==> config.mk <==
export PLATFORM = sky130hd
export DESIGN_NAME = uart_byte_rx
export DESIGN_NICKNAME = d
export VERILOG_FILES = /design/src/rtl/uart_byte_rx_pkg.sv /design/src/rtl/uart_byte_rx_sync_ff.sv /design/src/rtl/uart_byte_rx.sv
export SDC_FILE = /design/constraint.sdc
export NUM_CORES = 1
export LEC_CHECK = 0
export CORE_ASPECT_RATIO = 2
export CORE_UTILIZATION = 30
export CTS_CLUSTER_DIAMETER = 60
export DETAILED_ROUTE_END_ITERATION = 12
export GPL_TIMING_DRIVEN = 0
export PLACE_DENSITY = 0.48
export SYNTH_ARGS = -nofsm -noshare
export SYNTH_HDL_FRONTEND = slang
export SYNTH_HIERARCHICAL = 1
export SYNTH_SLANG_ARGS = --single-unit
==> constraint.sdc <==
create_clock -name clk -period 2.3 [get_ports clk]
set_clock_uncertainty 0.15 [all_clocks]
set_input_delay 0.46 -clock clk [delete_from_list [all_inputs] [get_ports clk]]
set_output_delay 0.46 -clock clk [all_outputs]
set_load 0.005 [all_outputs]
==> src/rtl/uart_byte_rx_pkg.sv <==
// Shared UART definitions: board timing constants and
// receiver state encoding.
package uart_byte_rx_pkg;

  localparam int CLK_HZ           = 12_000_000;
  localparam int BAUD             = 115200;
  localparam int DEF_CLKS_PER_BIT = CLK_HZ / BAUD;

  typedef enum logic [2:0] {
    IDLE,
    START,
    DATA,
    STOP,
    BRK_WAIT
  } rx_state_e;

endpackage

==> src/rtl/uart_byte_rx_sync_ff.sv <==
// Multi-flop synchronizer for an asynchronous input, resets to 1.
// Ports: clk, rst_n (async low), d_i raw input, q_o synchronized.
module sync_ff #(
  parameter int STAGES = 2
) (
  input  logic clk,
  input  logic rst_n,
  input  logic d_i,
  output logic q_o
);

  logic [STAGES-1:0] sync_q;

  always_ff @(posedge clk or negedge rst_n) begin
    if (!rst_n) begin
      sync_q <= '1;
    end else begin
      sync_q <= {sync_q[STAGES-2:0], d_i};
    end
  end

  assign q_o = sync_q[STAGES-1];

endmodule

==> src/rtl/uart_byte_rx.sv <==
// 8N1 UART receiver, LSB first, mid-bit sampling.
// Ports: clk, rst_n, rxd in; rx_data, rx_valid, frame_err, rx_busy out.
module uart_byte_rx
  import uart_byte_rx_pkg::*;
#(
  parameter int CLKS_PER_BIT = DEF_CLKS_PER_BIT,
  parameter int SYNC_STAGES  = 2
) (
  input  logic       clk,
  input  logic       rst_n,
  input  logic       rxd,
  output logic [7:0] rx_data,
  output logic       rx_valid,
  output logic       frame_err,
  output logic       rx_busy
);

  localparam int HALF = CLKS_PER_BIT / 2;
  localparam int CW   = $clog2(CLKS_PER_BIT);

  localparam logic [CW-1:0] HALF_M1 = CW'(HALF - 1);
  localparam logic [CW-1:0] LAST    = CW'(CLKS_PER_BIT - 1);

  rx_state_e     state, state_d;
  logic [CW-1:0] cnt, cnt_d;
  logic [2:0]    bit_idx, bit_idx_d;
  logic [7:0]    shift_q, shift_d;
  logic [7:0]    data_q, data_d;
  logic          valid_q, valid_d;
  logic          ferr_q, ferr_d;
  logic          rxd_s;

  sync_ff #(
    .STAGES(SYNC_STAGES)
  ) u_sync (
    .clk  (clk),
    .rst_n(rst_n),
    .d_i  (rxd),
    .q_o  (rxd_s)
  );

  always_ff @(posedge clk or negedge rst_n) begin
    if (!rst_n) begin
      state   <= IDLE;
      cnt     <= '0;
      bit_idx <= '0;
      shift_q <= '0;
      data_q  <= '0;
      valid_q <= 1'b0;
      ferr_q  <= 1'b0;
    end else begin
      state   <= state_d;
      cnt     <= cnt_d;
      bit_idx <= bit_idx_d;
      shift_q <= shift_d;
      data_q  <= data_d;
      valid_q <= valid_d;
      ferr_q  <= ferr_d;
    end
  end

  always_comb begin
    state_d   = state;
    cnt_d     = cnt;
    bit_idx_d = bit_idx;
    shift_d   = shift_q;
    data_d    = data_q;
    valid_d   = 1'b0;
    ferr_d    = 1'b0;
    unique case (state)
      IDLE: begin
        if (!rxd_s) begin
          state_d = START;
          cnt_d   = '0;
        end
      end
      START: begin
        if (cnt == HALF_M1) begin
          // still low at mid start bit: real frame
          if (!rxd_s) begin
            state_d   = DATA;
            cnt_d     = '0;
            bit_idx_d = '0;
          end else begin
            state_d = IDLE;
          end
        end else begin
          cnt_d = cnt + 1'b1;
        end
      end
      DATA: begin
        if (cnt == LAST) begin
          shift_d = {rxd_s, shift_q[7:1]};
          cnt_d   = '0;
          if (bit_idx == 3'd7) begin
            state_d = STOP;
          end else begin
            bit_idx_d = bit_idx + 1'b1;
          end
        end else begin
          cnt_d = cnt + 1'b1;
        end
      end
      STOP: begin
        // leave at mid stop bit so a following
        // start edge is not missed
        if (cnt == LAST) begin
          cnt_d = '0;
          if (rxd_s) begin
            data_d  = shift_q;
            valid_d = 1'b1;
            state_d = IDLE;
          end else begin
            ferr_d  = 1'b1;
            state_d = BRK_WAIT;
          end
        end else begin
          cnt_d = cnt + 1'b1;
        end
      end
      BRK_WAIT: begin
        if (rxd_s) begin
          state_d = IDLE;
        end
      end
      default: begin
        state_d = IDLE;
      end
    endcase
  end

  assign rx_data   = data_q;
  assign rx_valid  = valid_q;
  assign frame_err = ferr_q;
  assign rx_busy   = (state != IDLE);

endmodule

-- Word-level counts from Yosys, hierarchy flattened
Index checks and enable logic that the tools add are counted.
W data, S select, Z words.
- $add $sub $neg: 2
- eq/ne operators: 15
- multiplexer cells: 24
- reduce and logical (&&, ||, !) cells: 9
- operators by type and width (operator ; number):
    $mux W3 ; 11
    $mux W7 ; 3
    $pmux W7 S3 ; 1
    $pmux W3 S5 ; 1
    $ne A2 B2 Y1 const B ; 7
    $add A7 B1 Y7 const B ; 1
    $eq A7 B6 Y1 const B ; 1
    $eq A7 B7 Y1 const B ; 1
    $eq A3 B2 Y1 const B ; 2
    $eq A3 B3 Y1 const B ; 2
    $mux W1 ; 6
    $pmux W3 S2 ; 1
    $reduce_and A6 Y1 ; 1
    $reduce_bool A3 Y1 ; 2
    $reduce_and A5 Y1 ; 1
    $add A3 B1 Y3 const B ; 1
    $eq A3 B1 Y1 const B ; 1
    $logic_not A3 Y1 ; 1
    $reduce_and A3 Y1 ; 1
    $mux W2 ; 1
    $ne A2 B1 Y1 const B ; 1
    $reduce_and A2 Y1 ; 1
    $reduce_bool A2 Y1 ; 1
    $reduce_or A2 Y1 ; 1
- bits in registers: 33
- input bits: 3
- output and inout bits: 11
- word-level logic and storage cells: 58

-- Longest topological paths before layout
- depth after elaboration: 4
- mapped depth: 6
- gate-level depth less buffers: 6

-- Hierarchy
Netlist, hierarchy kept.
- by module, submodules not included (module ; instances ; cells an instance ; area each (µm²) ; sequential area each (µm²)):
    uart_byte_rx ; 1 ; 135 ; 1575.3 ; 775.7
    sync_ff ; 1 ; 2 ; 52.6 ; 52.6

-- Worst setup path after synthesis
No wires, ideal clock.
- path type: register to register
- start: reg cnt[0]
- end: reg data_q[0] (netlist: rx_data[0])
- setup time: 0.125 ns
- arrival time: 1.563 ns
- data required time: 2.025 ns
- slack: 0.462 ns
- stages on the path, launching flop included: 7
- cell sequence: dfrtp_1 > ha_1 > and2_1 > and2_4 > buf_6 > nand4_4 > mux2_2
- longest elaborated chain between the ends: 2
- ends and longest elaborated chain (item ; RTL line ; text):
    start, declared ; uart_byte_rx.sv:25 ; logic [CW-1:0] cnt, cnt_d;
    start signal, assigned ; uart_byte_rx.sv:53 ; cnt <= cnt_d;
    $eq A7 B7 Y1 ; uart_byte_rx.sv:107 ; if (cnt == LAST) begin
    $reduce_and A3 Y1 (no source line) ; - ;
    end signal, assigned ; uart_byte_rx.sv:56 ; data_q <= data_d;
    end, declared ; uart_byte_rx.sv:28 ; logic [7:0] data_q, data_d;
Every way passes these cells.
A chain may end at the register's enable or synchronous reset.

-- Worst setup path in the final report
- start: reg cnt[0]
- end: reg bit_idx[2]
- longest elaborated chain between the ends: 3
- elaborated cells between the ends (all ways): 5
- classes of those cells: eq/ne: 4; reduce/logical: 1
- ends and longest elaborated chain (item ; RTL line ; text):
    $eq A7 B7 Y1 or $eq A7 B6 Y1 (tied branches) ; uart_byte_rx.sv:92, uart_byte_rx.sv:78 ;
    $ne A2 B2 Y1 (no source line) ; - ;
    $reduce_and A5 Y1 (no source line) * ; - ;
    end signal, assigned ; uart_byte_rx.sv:54 ; bit_idx <= bit_idx_d;
    end, declared ; uart_byte_rx.sv:26 ; logic [2:0] bit_idx, bit_idx_d;
Mark *: on every way between the ends. The rest lies on a longest branch, timed or not.

==> results.ini <==
[synth]
yosysWarnings = 6
synth_cells = 137
netlist_area_um2 = 1630
async_reset_ff_share_pct = 100
post_synth.cell_area_avg_um2 = 11.9
synthFlopType = dfrtp_1
synth_nets = 143
ys_ff_latch = 33
synth_cell_types = 42
synth_edf_count = 0
ys_seq_area_share_pct = 50.9

[global_route]
grt_usage_pct = 14.2
grt_pass1_vias = 1242
overflow = 0
grt_antenna_before_repair = 0
grt_max_degree = 34
grt_first_pass_wirelength_mm = 5.83

[final_layout]
final.fill_count = 541
final_cell_mix = 29 x dfrtp_1, 18 x mux2_2, 11 x clkdlybuf4s50_1
postLayoutCoreUtil_pct = 37.9
nets = 165
final_area_um2 = 1970
drive_above_1_share_pct = 30.6
final_common_cell = dfrtp_1
area_growth_pct = 20.8
diodes = 0

[timing]
min_period_ns = 2.13
slew_headroom_pct = 50.9
setup_viol = 0
fmax_ghz = 0.471
slew_viol_final = 0
hold_viol = 0
worstMarginPinSlew_ns = 0.736
rsz0062_at_grt = false
final.setup.worst_slack_ns = 0.175
fin_crit_sh_pct = 92.4

[die]
die_h_um = 106
coreArea_um2 = 5180
die_width_um = 54.1
rows = 37
die_area_um2 = 5740
io_pins = 14
initial_core_util_pct = 31.4

[routing]
drc = 0
antenna_left = 0
routed_wl_mm = 3.35
first_iter_violations = 8
wl_per_cell_um = 15.3
dr.pass1.iters = 4
vias = 1148
vias_per_cell = 5.27

[clocking]
clock_latency_ns = 0.29
cts_tree = done
cts_hold_buf = 0
clkSlewWorstSetupHoldPaths_ns = 0.07
numCtsBuffers = 5
cts_buffer_depth = 2
cts_sinks = 33
h-tree-depth = 2
root_buffer = clkbuf_8

[outcome]
status = completed

[power_and_ir_drop]
power_density_nw_per_um2 = 585
ir_drop_uv = 374
power.leakage_uw = 0.000892

[setup_path]
worstSetupPathType = flip-flop to flip-flop
worstPathMaxFanout = 5
startpoint_type = flip-flop
critPathArrivalTime_ns = 2.14
cp-end-kind = flip-flop
required_ns = 2.32

[worst_hold_path]
hold_path.class = input port to async pin

[place]
port_buffers = 13
place.gp.congestion = 0.764
dpl_cell_area_um2 = 1830
dp_worst_setup_slack_ns = 0.126
place_hpwl_mm = 2.46

[job]
max-cap-violations = 0

-- repair_timing --
item | 4_1_cts | 5_1_grt
setup buffers | 2 | 0
setup endpoints to repair | 1 | 1
pin swaps | 0 | 0
resized for setup | 5 | 1
-- final cells by class --
cell class                      count  area [um^2]  share of cell area [%]
Clock buffer                        5         68.8                    3.50
Timing Repair Buffer               15          143                    7.25
Clock inverter                      3         46.3                    2.35
Tap cell                           58         72.6                    3.69
Inverter                            7         26.3                    1.34
Buffer                              5         41.3                    2.10
Sequential cell                    33          831                    42.2
Multi-Input combinational cell     92          738                    37.5
-- through the flow --
| step | cells | setup TNS (ns) | hold WS (ns) | power [uW] |
|---|---|---|---|---|
| after detailed placement | 208 | 0 | 0.200 | 614 |
| after global placement | 208 | -1.94 | 0.197 | 614 |
| after global routing | 218 | 0 | 0.143 | 1200 |
| final | 218 | 0 | 0.0884 | 1150 |
| after floorplan | 137 | 0 | 0.0144 | 599 |
| after CTS | 218 | 0 | 0.115 | 1180 |
-- routing by layer --
metal	share of wire, %	vias up	track usage, %
li1	-	539	-
met1	35	576	13.9
met2	58	21	25.3
met3	2.8	12	2.86
met4	3.7	0	8.61
met5	0	-	0
-- where the power goes --
part / internal, uW / leakage (uW) / switching, uW / total [uW]
Combinational: 3.73 / 0.000402 / 14.4 / 18.1
Sequential: 583 / 0.000436 / 0.419 / 584
Clock: 324 / 0.0000543 / 225 / 549
Total: 911 / 0.000892 / 240 / 1150
-- flip-flops by register name (all words and copies together), names as in the netlist --
| name | cells |
|---|---|
| u_sync/sync_q | 2 |
| rx_valid | 1 |
| rx_data | 8 |
| shift_q | 8 |
| frame_err | 1 |
| state | 3 |
| cnt | 7 |
| bit_idx | 3 |
-- synth_stat cells (2+ instances only) --
library cell / n / share of area [%]
nand2b_1: 2 / 0.77
and4bb_2: 2 / 1.5
nand2_1: 10 / 2.3
nand3_1: 5 / 1.5
o22ai_1: 3 / 1.2
mux2_2: 18 / 12
nor2_1: 8 / 1.8
dfrtp_1: 31 / 48
a21oi_1: 4 / 1.2
nor3_1: 3 / 0.92
o21ai_0: 7 / 2.2
dfstp_2: 2 / 3.2
a32oi_1: 2 / 1.1
inv_1: 7 / 1.6
xnor2_1: 2 / 1.1
buf_4: 2 / 0.92
o221ai_1: 2 / 1.1
ha_1: 3 / 2.3
-- worst paths after layout --
| check | start | endpoint | slack (ns) | cells after the start |
|---|---|---|---|---|
| setup / recovery | cnt[0] | bit_idx[2] | 0.17 | 5 |
| hold / removal | rst_n | rx_data[0] | 0.09 | 1 |
| setup reg to reg | cnt[0] | bit_idx[2] | 0.17 | 5 |
| hold reg to reg | u_sync/sync_q[0] | u_sync/sync_q[1] | 0.21 | 0 |
| max in group asynchronous | rst_n | state[1] | 1.39 | 1 |
| min in group clk | u_sync/sync_q[0] | u_sync/sync_q[1] | 0.21 | 0 |
-- kinds of logic after synthesis --
kind of cell | share of synthesized area [%]
compound gates | 12.5
xor+xnor | 1.08
fa+ha+maj | 2.31
buf+inv | 3.77
flops | 50.9
mux | 13.1
simple gates | 16.5
-- worst max-delay path, cell delays in order, from the launching register on --
cell and delay, ns:
dfrtp_1 0.40, ha_1 0.29, and4bb_2 0.37, nand3_1 0.16, a21oi_1 0.27, mux2_2 0.37
(Power assumes the default switching activity.)
